File: src/rtl/debounce_pkg.sv
// Shared constants and width helpers for the windowed multi-channel debouncer.
// Defaults describe a 500-sample window with 3/4 and 1/4 hysteresis thresholds.
package debounce_pkg;

  localparam int DEF_CHANNELS    = 4;
  localparam int DEF_CYCLES      = 500;
  localparam int DEF_SYNC_STAGES = 2;

  // Counters must hold CYCLES itself: a full window of ones plus the closing sample.
  function automatic int cnt_width(input int cycles);
    return $clog2(cycles + 1);
  endfunction

  function automatic int thresh_hi_default(input int cycles);
    return cycles * 3 / 4;
  endfunction

  function automatic int thresh_lo_default(input int cycles);
    return cycles / 4;
  endfunction

endpackage

File: src/rtl/debounce_chan.sv
// One debounce channel: synchroniser, ones accumulator and hysteresis decision.
// Decision registers update only on the shared win_end; clear discards the partial window.
module debounce_chan
  import debounce_pkg::*;
#(
  parameter int CYCLES      = DEF_CYCLES,
  parameter int THRESH_HI   = thresh_hi_default(CYCLES),
  parameter int THRESH_LO   = thresh_lo_default(CYCLES),
  parameter int SYNC_STAGES = DEF_SYNC_STAGES,
  parameter int CNT_W       = cnt_width(CYCLES)
) (
  input  logic clk,
  input  logic rst,
  input  logic en,
  input  logic clear,
  input  logic win_end,
  input  logic in,
  output logic out,
  output logic rise,
  output logic fall
);

  localparam logic [CNT_W-1:0] HI = CNT_W'(THRESH_HI);
  localparam logic [CNT_W-1:0] LO = CNT_W'(THRESH_LO);

  logic [SYNC_STAGES-1:0] sync;
  logic                   s;
  logic [CNT_W-1:0]       acc;
  logic [CNT_W-1:0]       total;

  assign s     = sync[SYNC_STAGES-1];
  assign total = acc + {{(CNT_W-1){1'b0}}, s};

  always_ff @(posedge clk or negedge rst) begin
    if (!rst) begin
      sync <= '0;
    end else begin
      sync <= {sync[SYNC_STAGES-2:0], in};
    end
  end

  always_ff @(posedge clk or negedge rst) begin
    if (!rst) begin
      acc <= '0;
    end else if (clear) begin
      acc <= '0;
    end else if (en) begin
      acc <= win_end ? '0 : total;
    end
  end

  // win_end already excludes clear cycles, so strobes here need no clear term.
  always_ff @(posedge clk or negedge rst) begin
    if (!rst) begin
      out  <= 1'b0;
      rise <= 1'b0;
      fall <= 1'b0;
    end else begin
      rise <= 1'b0;
      fall <= 1'b0;
      if (win_end) begin
        if (total >= HI && !out) begin
          out  <= 1'b1;
          rise <= 1'b1;
        end else if (total <= LO && out) begin
          out  <= 1'b0;
          fall <= 1'b1;
        end
      end
    end
  end

endmodule

File: src/rtl/debounce_multi.sv
// Multi-channel windowed majority debouncer; all channels share one window counter.
// window_done pulses one cycle with the decision update; en freezes, clear restarts the window.
module debounce_multi
  import debounce_pkg::*;
#(
  parameter int CHANNELS    = DEF_CHANNELS,
  parameter int CYCLES      = DEF_CYCLES,
  parameter int THRESH_HI   = thresh_hi_default(CYCLES),
  parameter int THRESH_LO   = thresh_lo_default(CYCLES),
  parameter int SYNC_STAGES = DEF_SYNC_STAGES
) (
  input  logic                clk,
  input  logic                rst,
  input  logic                en,
  input  logic                clear,
  input  logic [CHANNELS-1:0] in,
  output logic [CHANNELS-1:0] out,
  output logic [CHANNELS-1:0] rise,
  output logic [CHANNELS-1:0] fall,
  output logic                window_done
);

  localparam int               CNT_W = cnt_width(CYCLES);
  localparam logic [CNT_W-1:0] LAST  = CNT_W'(CYCLES - 1);

  logic [CNT_W-1:0] wcnt;
  logic             win_end;

  // clear wins over a coincident window end: no decision that cycle.
  assign win_end = en && !clear && (wcnt == LAST);

  always_ff @(posedge clk or negedge rst) begin
    if (!rst) begin
      wcnt        <= '0;
      window_done <= 1'b0;
    end else begin
      window_done <= win_end;
      if (clear) begin
        wcnt <= '0;
      end else if (en) begin
        wcnt <= win_end ? '0 : wcnt + 1'b1;
      end
    end
  end

  for (genvar i = 0; i < CHANNELS; i++) begin : g_chan
    debounce_chan #(
      .CYCLES      (CYCLES),
      .THRESH_HI   (THRESH_HI),
      .THRESH_LO   (THRESH_LO),
      .SYNC_STAGES (SYNC_STAGES),
      .CNT_W       (CNT_W)
    ) u_chan (
      .clk     (clk),
      .rst     (rst),
      .en      (en),
      .clear   (clear),
      .win_end (win_end),
      .in      (in[i]),
      .out     (out[i]),
      .rise    (rise[i]),
      .fall    (fall[i])
    );
  end

endmodule
File: config.mk
export PLATFORM = sky130hd
export DESIGN_NAME = debounce_multi
export DESIGN_NICKNAME = d
export VERILOG_FILES = /design/src/rtl/debounce_pkg.sv /design/src/rtl/debounce_chan.sv /design/src/rtl/debounce_multi.sv
export SDC_FILE = /design/constraint.sdc
export NUM_CORES = 1
export LEC_CHECK = 0
export ABC_AREA = 1
export BUFFER_PORTS_ARGS = -buffer_cell sky130_fd_sc_hd__clkbuf_2
export CORE_MARGIN = 8
export CORE_UTILIZATION = 38
export CTS_CLUSTER_DIAMETER = 200
export DETAILED_ROUTE_END_ITERATION = 16
export PLACE_DENSITY = 0.56
export SETUP_SLACK_MARGIN = 0.2
export SYNTH_ARGS = -nofsm -noshare
export SYNTH_HDL_FRONTEND = slang
export SYNTH_SLANG_ARGS = --single-unit
File: constraint.sdc
create_clock -name clk -period 1.45 [get_ports clk]
set_input_delay 0.0725 -clock clk [delete_from_list [all_inputs] [get_ports clk]]
set_output_delay 0.0725 -clock clk [all_outputs]
set_load 0.01 [all_outputs]
# --- Word-level counts from Yosys, hierarchy flattened ---
# Cells that the tools add are included.
totals:
  word_cells: 103
  register_bits: 66
classes:
  magnitude_cmp: 8
  n_mux: 43
  reduce_logical: 24
  add_sub_neg: 5
  eq_ne: 1
ops:
  columns: ["cell", "count"]
  rows:
  - ["$mux 9", 15]
  - ["$add 9x1->9", 4]
  - ["$ge 9x9->1 const B", 4]
  - ["$le 9x7->1 const B", 4]
  - ["$mux 1", 28]
  - ["$logic_and 1x1->1", 10]
  - ["$reduce_bool 2->1", 5]
  - ["$add 9x1->9 const B", 1]
  - ["$eq 9x9->1 const B", 1]
  - ["$reduce_and 2->1", 4]
  - ["$logic_not 1->1", 5]

# --- Logic depth before layout (Yosys ltp) ---
# Gate-level depths: netlist of run 1.
logic_depth:
  depth_word: 6
  mapped_depth: 12
  ltp_nobuf: 12

# --- Modules after synthesis ---
# Synthesis of run 1 repeated with hierarchy kept, for this count alone.
hier_totals:
  cells_unflattened: 483
  area_unflattened_um2: 3653.5
by_module_without_submodules:
  columns: ["mod", "seq_area_each_um2", "n_inst", "area_each_um2", "cells_per_inst"]
  rows:
  - ["debounce_chan", 350.3, 4, 764.5, 101]
  - ["debounce_multi", 250.2, 1, 595.6, 79]

# --- Worst setup path before layout of run 1 ---
# OpenSTA, ideal clock, no wires.
synth_path:
  kind: "register to register"
  start: "reg g_chan[1].u_chan.acc[0]"
  end: "reg g_chan[1].u_chan.out"
  arrival_ps: 1485
  setup_slack_ps: -100
  path_stages_with_launch: 12
  n_path_buf: 0
  path_cell_list: "dfrtp_1 ha_1 ha_1 nand2_2 inv_1 nor2_1 nand3_1 a21oi_1 nand2_1 nand2_1 nand2_1 nand2_1"
synth_via:
  elab_chain_cells: 5
  elab_cells_between_ends: 8
  cone_classes: "add/sub (1); order compare (2); mux (1); reduce/logical (4)"
synth_rtl:
  columns: ["item", "line", "source"]
  rows:
  - ["start: declaration", "debounce_chan.sv:28", "logic [CNT_W-1:0] acc;"]
  - ["start signal: assignment", "debounce_chan.sv:48", "acc <= win_end ? '0 : total;"]
  - ["$add 9x1->9 (*)", "debounce_chan.sv:32", "assign total = acc + {{(CNT_W-1){1'b0}}, s};"]
  - ["$le 9x7->1 / $ge 9x9->1 (equally long branches)", "debounce_chan.sv:65, debounce_chan.sv:62", null]
  - ["$logic_and 1x1->1 (on tied branches)", "debounce_chan.sv:65, debounce_chan.sv:62", null]
  - ["$reduce_bool 2->1 (no source line)", null, null]
  - ["$reduce_and 2->1 (no source line)", null, null]
  - ["end signal: assignment", "debounce_chan.sv:55", "out <= 1'b0;"]
  - ["end signal: assignment", "debounce_chan.sv:63", "out <= 1'b1;"]
  - ["end signal: assignment", "debounce_chan.sv:66", "out <= 1'b0;"]
  - ["end: declaration", "debounce_chan.sv:18", "output logic out,"]
# Every way passes the cells marked *; elsewhere a longest branch is shown, timed or not.
# A chain may end at the register's enable or synchronous reset.

# --- Final worst setup path of run 1 ---
layout_path:
  start: "reg g_chan[1].u_chan.sync[1]"
  end: "reg g_chan[1].u_chan.out"
layout_via:
  elab_chain_cells: 5
  elab_cells_between_ends: 8
  cone_classes: "add/sub (1); order compare (2); mux (1); reduce/logical (4)"
layout_rtl:
  columns: ["item", "line", "source"]
  rows:
  - ["start: declaration", "debounce_chan.sv:26", "logic [SYNC_STAGES-1:0] sync;"]
  - ["start signal: assignment", "debounce_chan.sv:38", "sync <= {sync[SYNC_STAGES-2:0], in};"]
  - ["$add 9x1->9 (*)", "debounce_chan.sv:32", null]
  - ["$le 9x7->1 / $ge 9x9->1 (equally long branches)", "debounce_chan.sv:65, debounce_chan.sv:62", null]
  - ["$logic_and 1x1->1 (on tied branches)", "debounce_chan.sv:65, debounce_chan.sv:62", null]
  - ["$reduce_bool 2->1 (no source line)", null, null]
  - ["$reduce_and 2->1 (no source line)", null, null]
# Marked as above.

==> metrics.yaml, run 1 <==
outcome:
  outcome: "finished with violations"
  failed_checks: "negative setup slack"
grt:
  antenna_found_initial: 0
  grt_pass1_wl_um: 15500
  grt_pass1_vias: 3341
  grtUsageTotal_pct: 14.9
  grt_max_degree: 67
  overflow: 0
sta:
  rsz0062_at_grt: "true"
  tightestPinTransition_ns: 0.376
  setup_viol: 52
  hold_slack_ns: 0.169
  finalCritPeriodShare_pct: 107
  final_hold_viol_count: 0
  min_period_ns: 1.55
  fmax_mhz: 646
  relSlewSlack_pct: 75.0
  tns_ns: -2.54
  finClkSkew_ns: 0.0107
  setup_ws_ns: -0.0972
  drv_slew: 0
floorplanning:
  rows: 35
  ios: 21
  core_area_um2: 9200
  fp.dieH_um: 113
  dieArea_um2: 12800
  die_x_um: 113
  start_util_pct: 39.0
synth:
  synth_area_um2: 3590
  ys_seq_area_share_pct: 46.1
  synth_compound_area_share_pct: 10.3
  synth-simple-area-share_pct: 27.1
  synth-seq-cells: 66
  synth_top_family_by_area: "simple AND/OR/NAND/NOR gates"
  synth.distinct_cells: 27
  syn_avg_cell_area_um2: 7.83
  yosys_warnings: 0
  syn_inst: 458
  synthMuxAreaShare_pct: 0
  syn-num-nets: 479
  synth_xor_area_share_pct: 1.22
  synth-adder-area-share_pct: 4.54
setup_path:
  crit_path_frequent_cell: "nand2_1"
  reg2reg_from: "g_chan[1].u_chan.sync[1]"
  cp.arrival_ns: 1.83
  endpoint: "g_chan[1].u_chan.out"
  slowest_delay_ns: 0.40
  worstPathCellList: "ha_4 > ha_4 > nand2_4 > nor2_4 > nand2_2 > nand2_2 > nand2_2 > nor2_2 > nand2_1 > nand2_1 > nand2_1 > nand2_1"
  crit_type: "register to register"
  crit_slowest_cell: "dfrtp_1"
  reg2reg_depth: 12
  crit_path_end_kind: "register"
  reg2reg_slack_ns: -0.1
  crit_path_start_kind: "register"
  cp.required_ns: 1.73
  worstPathMaxFanout: 4
  r2r_end: "g_chan[1].u_chan.out"
  startpoint: "g_chan[1].u_chan.sync[1]"
power_and_ir_drop:
  powerDensity_nw_per_um2: 738
  pwr-share-comb_pct: 9.9
  p_seq_share_pct: 48.5
  p_int_w: 0.00295
  p_leak_nw: 2.33
  p_switching_w: 0.000972
  ir_worst_vdd_mv: 0.343
  power.share.clock_pct: 41.6
  switching_share_pct: 24.8
final_layout:
  area_delta_synth_final_pct: 48.0
  layout_commonest_cell: "nand2_1"
  fin_nets: 561
  layout_common_cells: "99 x nand2_1, 66 x dfrtp_1, 52 x inv_1, 45 x buf_4, 28 x nand2_2"
  drive_above_1_share_pct: 45.0
  diodes: 0
drt:
  drt-total-wl_um: 9190
  wire_per_inst_um: 14.0
  drcViolationCount: 0
  via_count: 3283
  viasPerCell: 5.00
  drtIter0Drc: 123
  route.antenna.remaining_nets: 0
  dr.pass1.iters: 4
clock_network:
  insertion_delay_ns: 0.35
  root_buffer: "clkbuf_8"
  clkTransAtPathRegs_ns: 0.07
  htreeDepth: 3
  clockBufferDepth: 2
  cts_tree: "yes"
  clock-sinks: 66
  cts_buffers: 9
place:
  gp_congestion: 0.783
  dpl.hpwl_um: 5460
  io_buffers: 20
job:
  cap_violations: 0
hold_path:
  holdCritPathClass: "input pin to register"
  worstHoldStart: "clear"
[through the flow]
stage	power, W	setup WS [ns]	cell area [µm²]	util, %	std cells
after global routing	0.00408	-0.205	5310	57.7	656
after global placement	0.00217	-0.123	4140	45.0	602
final	0.00392	-0.0972	5310	57.7	656
after floorplan	0.00204	0.0336	3750	-	458
after detailed placement	0.00217	-0.127	4140	45.0	602
after CTS	0.00392	-0.0767	4940	53.7	646
[synth_stat cells, drive strengths merged]
cell type | number | area [µm²]
nand4 | 10 | 62.6
a32o | 1 | 10.0
buf | 17 | 123
nand2 | 134 | 513
inv | 68 | 255
xnor2 | 1 | 8.76
nor2 | 47 | 201
o21ai | 17 | 85.1
ha | 13 | 163
xor2 | 4 | 35.0
o21bai | 1 | 7.51
a21oi | 6 | 30.0
o22ai | 27 | 169
clkbuf | 2 | 7.51
nand3 | 33 | 175
nor3 | 3 | 20.0
dfrtp | 66 | 1650
a22o | 7 | 61.3
o31ai | 1 | 7.51
[timing repair]
item                                    CTS  global route
cloned                                    3             0
hold endpoints to repair                 70             0
hold buffers                              5             0
endpoints found under the setup margin   56            57
pin swaps                                38            49
resized for setup                        70            80
setup buffers                            20            10
[cell type report]
| cell class | instances | area [µm²] |
|---|---|---|
| Clock buffer | 12 | 155 |
| Clock inverter | 4 | 50.0 |
| Fill cell | 835 | 3890 |
| Inverter | 68 | 263 |
| Multi-Input combinational cell | 305 | 2240 |
| Sequential cell | 66 | 1650 |
| Tap cell | 111 | 139 |
| Timing Repair Buffer | 89 | 796 |
| Timing Repair inverter | 1 | 11.3 |
[power groups by stage]
stage / logic (W) / clock network, W / registers (W)
after floorplan: 0.000116 / 0 / 0.00193
after global placement: 0.000243 / 0 / 0.00193
after detailed placement: 0.000245 / 0 / 0.00193
after CTS: 0.000362 / 0.00166 / 0.00190
after global routing: 0.000422 / 0.00175 / 0.00190
final: 0.000390 / 0.00163 / 0.00190
[worst min-delay path by stage]
stage	to	slack, ns	cells after the start
CTS	window_done	0.22	4
global route	window_done	0.18	4
global placement	wcnt[3]	0.13	2
floorplan	g_chan[0].u_chan.acc[0]	-0.22	0
finish	window_done	0.17	4
detailed placement	wcnt[3]	0.13	2
[flip-flops by register name, indices dropped and copies added, names as in the netlist]
name and flops:
g_chan.u_chan.acc 36, g_chan.u_chan.sync 8, wcnt 9, g_chan.u_chan.out 4, window_done 1, g_chan.u_chan.rise 4
g_chan.u_chan.fall 4
[per-layer routing]
| layer | share of wire (%) | track usage, % | up-vias | wire length [µm] |
|---|---|---|---|---|
| met2 | 52 | 25.2 | 32 | 4780 |
| met5 | 0 | 0 | - | 0 |
| li1 | - | - | 1640 | - |
| met1 | 45 | 18.3 | 1604 | 4110 |
| met3 | 2.3 | 3.14 | 7 | 212 |
| met4 | 0.87 | 5.24 | 0 | 80 |
[kinds of logic after synthesis]
group	count (synthesis)
buffers and inverters	87
XOR/XNOR	5
AND/OR/NAND/NOR	227
flip-flops	66
AO/OA/AOI/OAI	60
adder cells (fa/ha/maj)	13
[critical path: cells and delay by family, from the launching register on]
family / cells / cell delay (ns)
and+or+nand+nor: 10 / 0.79
adders and majority gates: 2 / 0.31
DFF: 1 / 0.40
Power figures use the tool's default switching activity.
==> inputs of run 2 (changes only) <==
ABC_AREA = unset   (was 1)
==> metrics.yaml, run 2 <==
outcome:
  outcome: "finished with violations"
  failed_checks: "negative setup slack"
place:
  gp_congestion: 0.779  # -0.49%
  dpl.hpwl_um: 6020  # +10%
  dpl.cell_count: 597  # -0.83%
  io_buffers: 20  # unchanged
  place_area_um2: 4750  # +15%
power_and_ir_drop:
  p_leak_nw: 2.64  # +13%
  powerDensity_nw_per_um2: 690  # -6.6%
  ir_worst_vdd_mv: 0.487  # +42%
final_layout:
  largest_reg_flops: 36  # unchanged
  largestRegisters: "g_chan.u_chan.acc x36, wcnt x9, g_chan.u_chan.sync x8"
  area_delta_synth_final_pct: 63.8
  regMostFlops: "g_chan.u_chan.acc"
  diodes: 0  # unchanged
  nFillCells: 729  # -13%
  drive_above_1_share_pct: 56.5  # +12 points
  finish.utilization_pct: 64.3  # +6.6 points
  layout_common_cells: "104 x buf_4, 65 x dfrtp_1, 30 x nand2_1, 26 x o21ai_1, 20 x buf_6"
  fin_area_um2: 5970  # +12%
  instances_no_fill: 651  # -0.76%
  layout_commonest_cell: "buf_4"
  fin_nets: 538  # -4.1%
synth:
  syn_inst: 381  # -17%
  synth-edff-count: 0  # unchanged
  yosysMostFrequentCell: "dfrtp_1"
  synth_area_um2: 3650  # +1.7%
  yosys_warnings: 0  # unchanged
  synth_area_leaders: "dfrtp_1 45%, o21ai_0 5.4%, ha_1 4.5%"
  synth-main-ff-cell: "dfrtp_1"
  synth_common_cells: "66 x dfrtp_1, 40 x nand2_1, 39 x o21ai_0"
  postSynth.asyncResetShare_pct: 100  # unchanged
  yosysTopAreaCell: "dfrtp_1"
  syn_avg_cell_area_um2: 9.57  # +22%
  synth_top_cell_area_share_pct: 45.3  # -0.76 points
  synth-seq-cells: 66  # unchanged
  synth.distinct_cells: 58  # +110%
  syn-num-nets: 402  # -16%
  ys_seq_area_share_pct: 45.3  # -0.76 points
setup_path:
  reg2reg_slack_ns: -0.36  # -0.26 ns
  crit_path_start_kind: "register"
  reg2reg_from: "wcnt[0]"
  worstPathMaxFanout: 7  # +3
  reg2reg_depth: 10  # -2
  crit_slowest_cell: "dfrtp_1"
  r2r_end: "g_chan[1].u_chan.acc[2]"
  cp.required_ns: 1.68  # -0.05 ns
  worstPathCellList: "ha_2 > nand4bb_1 > buf_4 > o21bai_4 > buf_12 > buf_12 > buf_6 > nor2_2 > o21ai_1 > o21ai_1"
  crit_path_end_kind: "register"
  slowest_delay_ns: 0.37  # -0.03 ns
  cp.arrival_ns: 2.04  # +0.21 ns
  crit_type: "register to register"
sta:
  tightestPinTransition_ns: 0.369  # -0.00707 ns
  setup_viol: 58  # +12%
  drv_slew: 0  # unchanged
  finalCritPeriodShare_pct: 125  # +18 points
  fmax_mhz: 552  # -15%
  relSlewSlack_pct: 75.4  # +0.47 points
  finClkSkew_ns: 0.0161  # +0.00540 ns
  final_hold_viol_count: 0  # unchanged
  min_period_ns: 1.81  # +0.263 ns
  rsz0062_at_grt: "true"
  setup_ws_ns: -0.361  # -0.263 ns
clock_network:
  clkTransAtPathRegs_ns: 0.07  # about the same
  clockBufferDepth: 2  # unchanged
  root_buffer: "clkbuf_8"
  cts_tree: "yes"
  clock-sinks: 66  # unchanged
  cts_buffers: 9  # unchanged
  htreeDepth: 3  # unchanged
  insertion_delay_ns: 0.36  # about the same
drt:
  met2_length_um: 5340  # +12%
  drcViolationCount: 0  # unchanged
  route.antenna.remaining_nets: 0  # unchanged
  routed-wl-met3_um: 293  # +38%
  wl_met1_um: 4660  # +13%
  top_layer_used: "met4"
  drt-total-wl_um: 10500  # +14%
  wire_per_inst_um: 16.1  # +15%
  via_count: 3485  # +6.2%
  viasPerCell: 5.35  # +7.0%
  drtIter0Drc: 150  # +22%
  dr.pass1.iters: 4  # unchanged
grt:
  overflow: 0  # unchanged
  grt_pass1_vias: 3594  # +7.6%
  grt_pass1_wl_um: 16800  # +8.1%
  antenna_found_initial: 0  # unchanged
  grtUsageTotal_pct: 16.1  # +1.2 points
  grt_max_degree: 67  # unchanged
hold_path:
  whs_endpoint: "g_chan[2].u_chan.acc[2]"
  worstHoldStart: "en"
  holdCritPathClass: "input pin to register"
  hold_depth: 3  # -1
floorplanning:
  die_x_um: 114  # +0.72%
  start_util_pct: 39.3  # +0.28 points
  core_area_um2: 9280  # +0.95%
  dieArea_um2: 13000  # +1.4%
  ios: 21  # unchanged
  rows: 35  # unchanged
  fp.dieH_um: 114  # +0.72%
job:
  cap_violations: 0  # unchanged
run 2: changes by cell type after synthesis, sizes merged, moves of 8 or more:
| cell | change |
|---|---|
| a22o | +8 |
| o21ai | +22 |
| and3 | +8 |
| a21o | +8 |
| a21oi | +9 |
| nor2 | -29 |
| nand2 | -94 |
| o22ai | -24 |
| inv | -63 |
| clkbuf | +10 |
| nand3 | -15 |
| o31ai | +8 |
run 2: critical path: cells and delay by family, from the launching register on:
kind	cells	cell delay [ns]
simple gates	2	0.18
compound gates	3	0.40
flops	1	0.37
buf+inv	4	0.55
fa+ha+maj	1	0.19
run 2: power breakdown:
group,total [W],internal (W),switching (W)
clock network,0.00174,0.00100,0.000739
registers,0.00190,0.00187,0.0000312
logic,0.000474,0.000247,0.000226
run 2: what timing repair did:
action	4_1_cts	5_1_grt
cloned	4	0
setup endpoints to repair	58	58
pin swaps	36	30
endpoints found under the hold margin	70	0
gates resized for setup	93	46
hold buffers	5	0
setup buffers	20	9
run 2: worst max path at each step:
stage                             start  cells after the start                 endpoint
5_1_grt        g_chan[0].u_chan.sync[1]                      7     g_chan[0].u_chan.out
6_report                        wcnt[0]                     10  g_chan[1].u_chan.acc[2]
3_5_place_dp   g_chan[0].u_chan.sync[1]                      7     g_chan[0].u_chan.out
4_1_cts         g_chan[0].u_chan.acc[0]                      7     g_chan[0].u_chan.out
3_3_place_gp   g_chan[0].u_chan.sync[1]                      7     g_chan[0].u_chan.out
2_1_floorplan   g_chan[0].u_chan.acc[0]                      8     g_chan[0].u_chan.out
run 2: per-layer routing:
metal	track usage, %	up-vias
met2	28.0	51
met3	3.33	26
met1	18.8	1749
met4	6.57	0
li1	-	1659
met5	0	-
run 2: logic make-up after synthesis:
group           count (synthesis)  synth area share, %
simple gates                  130                 18.8
compound gates                118                 21.9
flops                          66                 45.3
buf+inv                        41                 6.11
fa+ha+maj                      13                 4.46
xor+xnor                       12                 3.09
mux                             1                0.309
run 2: per-stage QoR:
step / setup WS [ns] / total power (W) / hold slack (ns) / TNS (ns)
finish: -0.361 / 0.00412 / 0.164 / -14.73
global route: -0.465 / 0.00427 / 0.164 / -19.44
floorplan: -0.423 / 0.00210 / -0.223 / -6.06
global placement: -0.355 / 0.00224 / 0.125 / -7.87
detailed placement: -0.385 / 0.00225 / 0.129 / -9.72
CTS: -0.323 / 0.00410 / 0.162 / -10.70
run 2: cell type report:
type / count / area (µm²) / area share (%)
Clock buffer: 10 / 138 / 2.30
Clock inverter: 6 / 80.1 / 1.34
Inverter: 6 / 27.5 / 0.461
Multi-Input combinational cell: 275 / 2540 / 42.5
Sequential cell: 66 / 1650 / 27.7
Tap cell: 129 / 161 / 2.70
Timing Repair Buffer: 159 / 1370 / 23.0
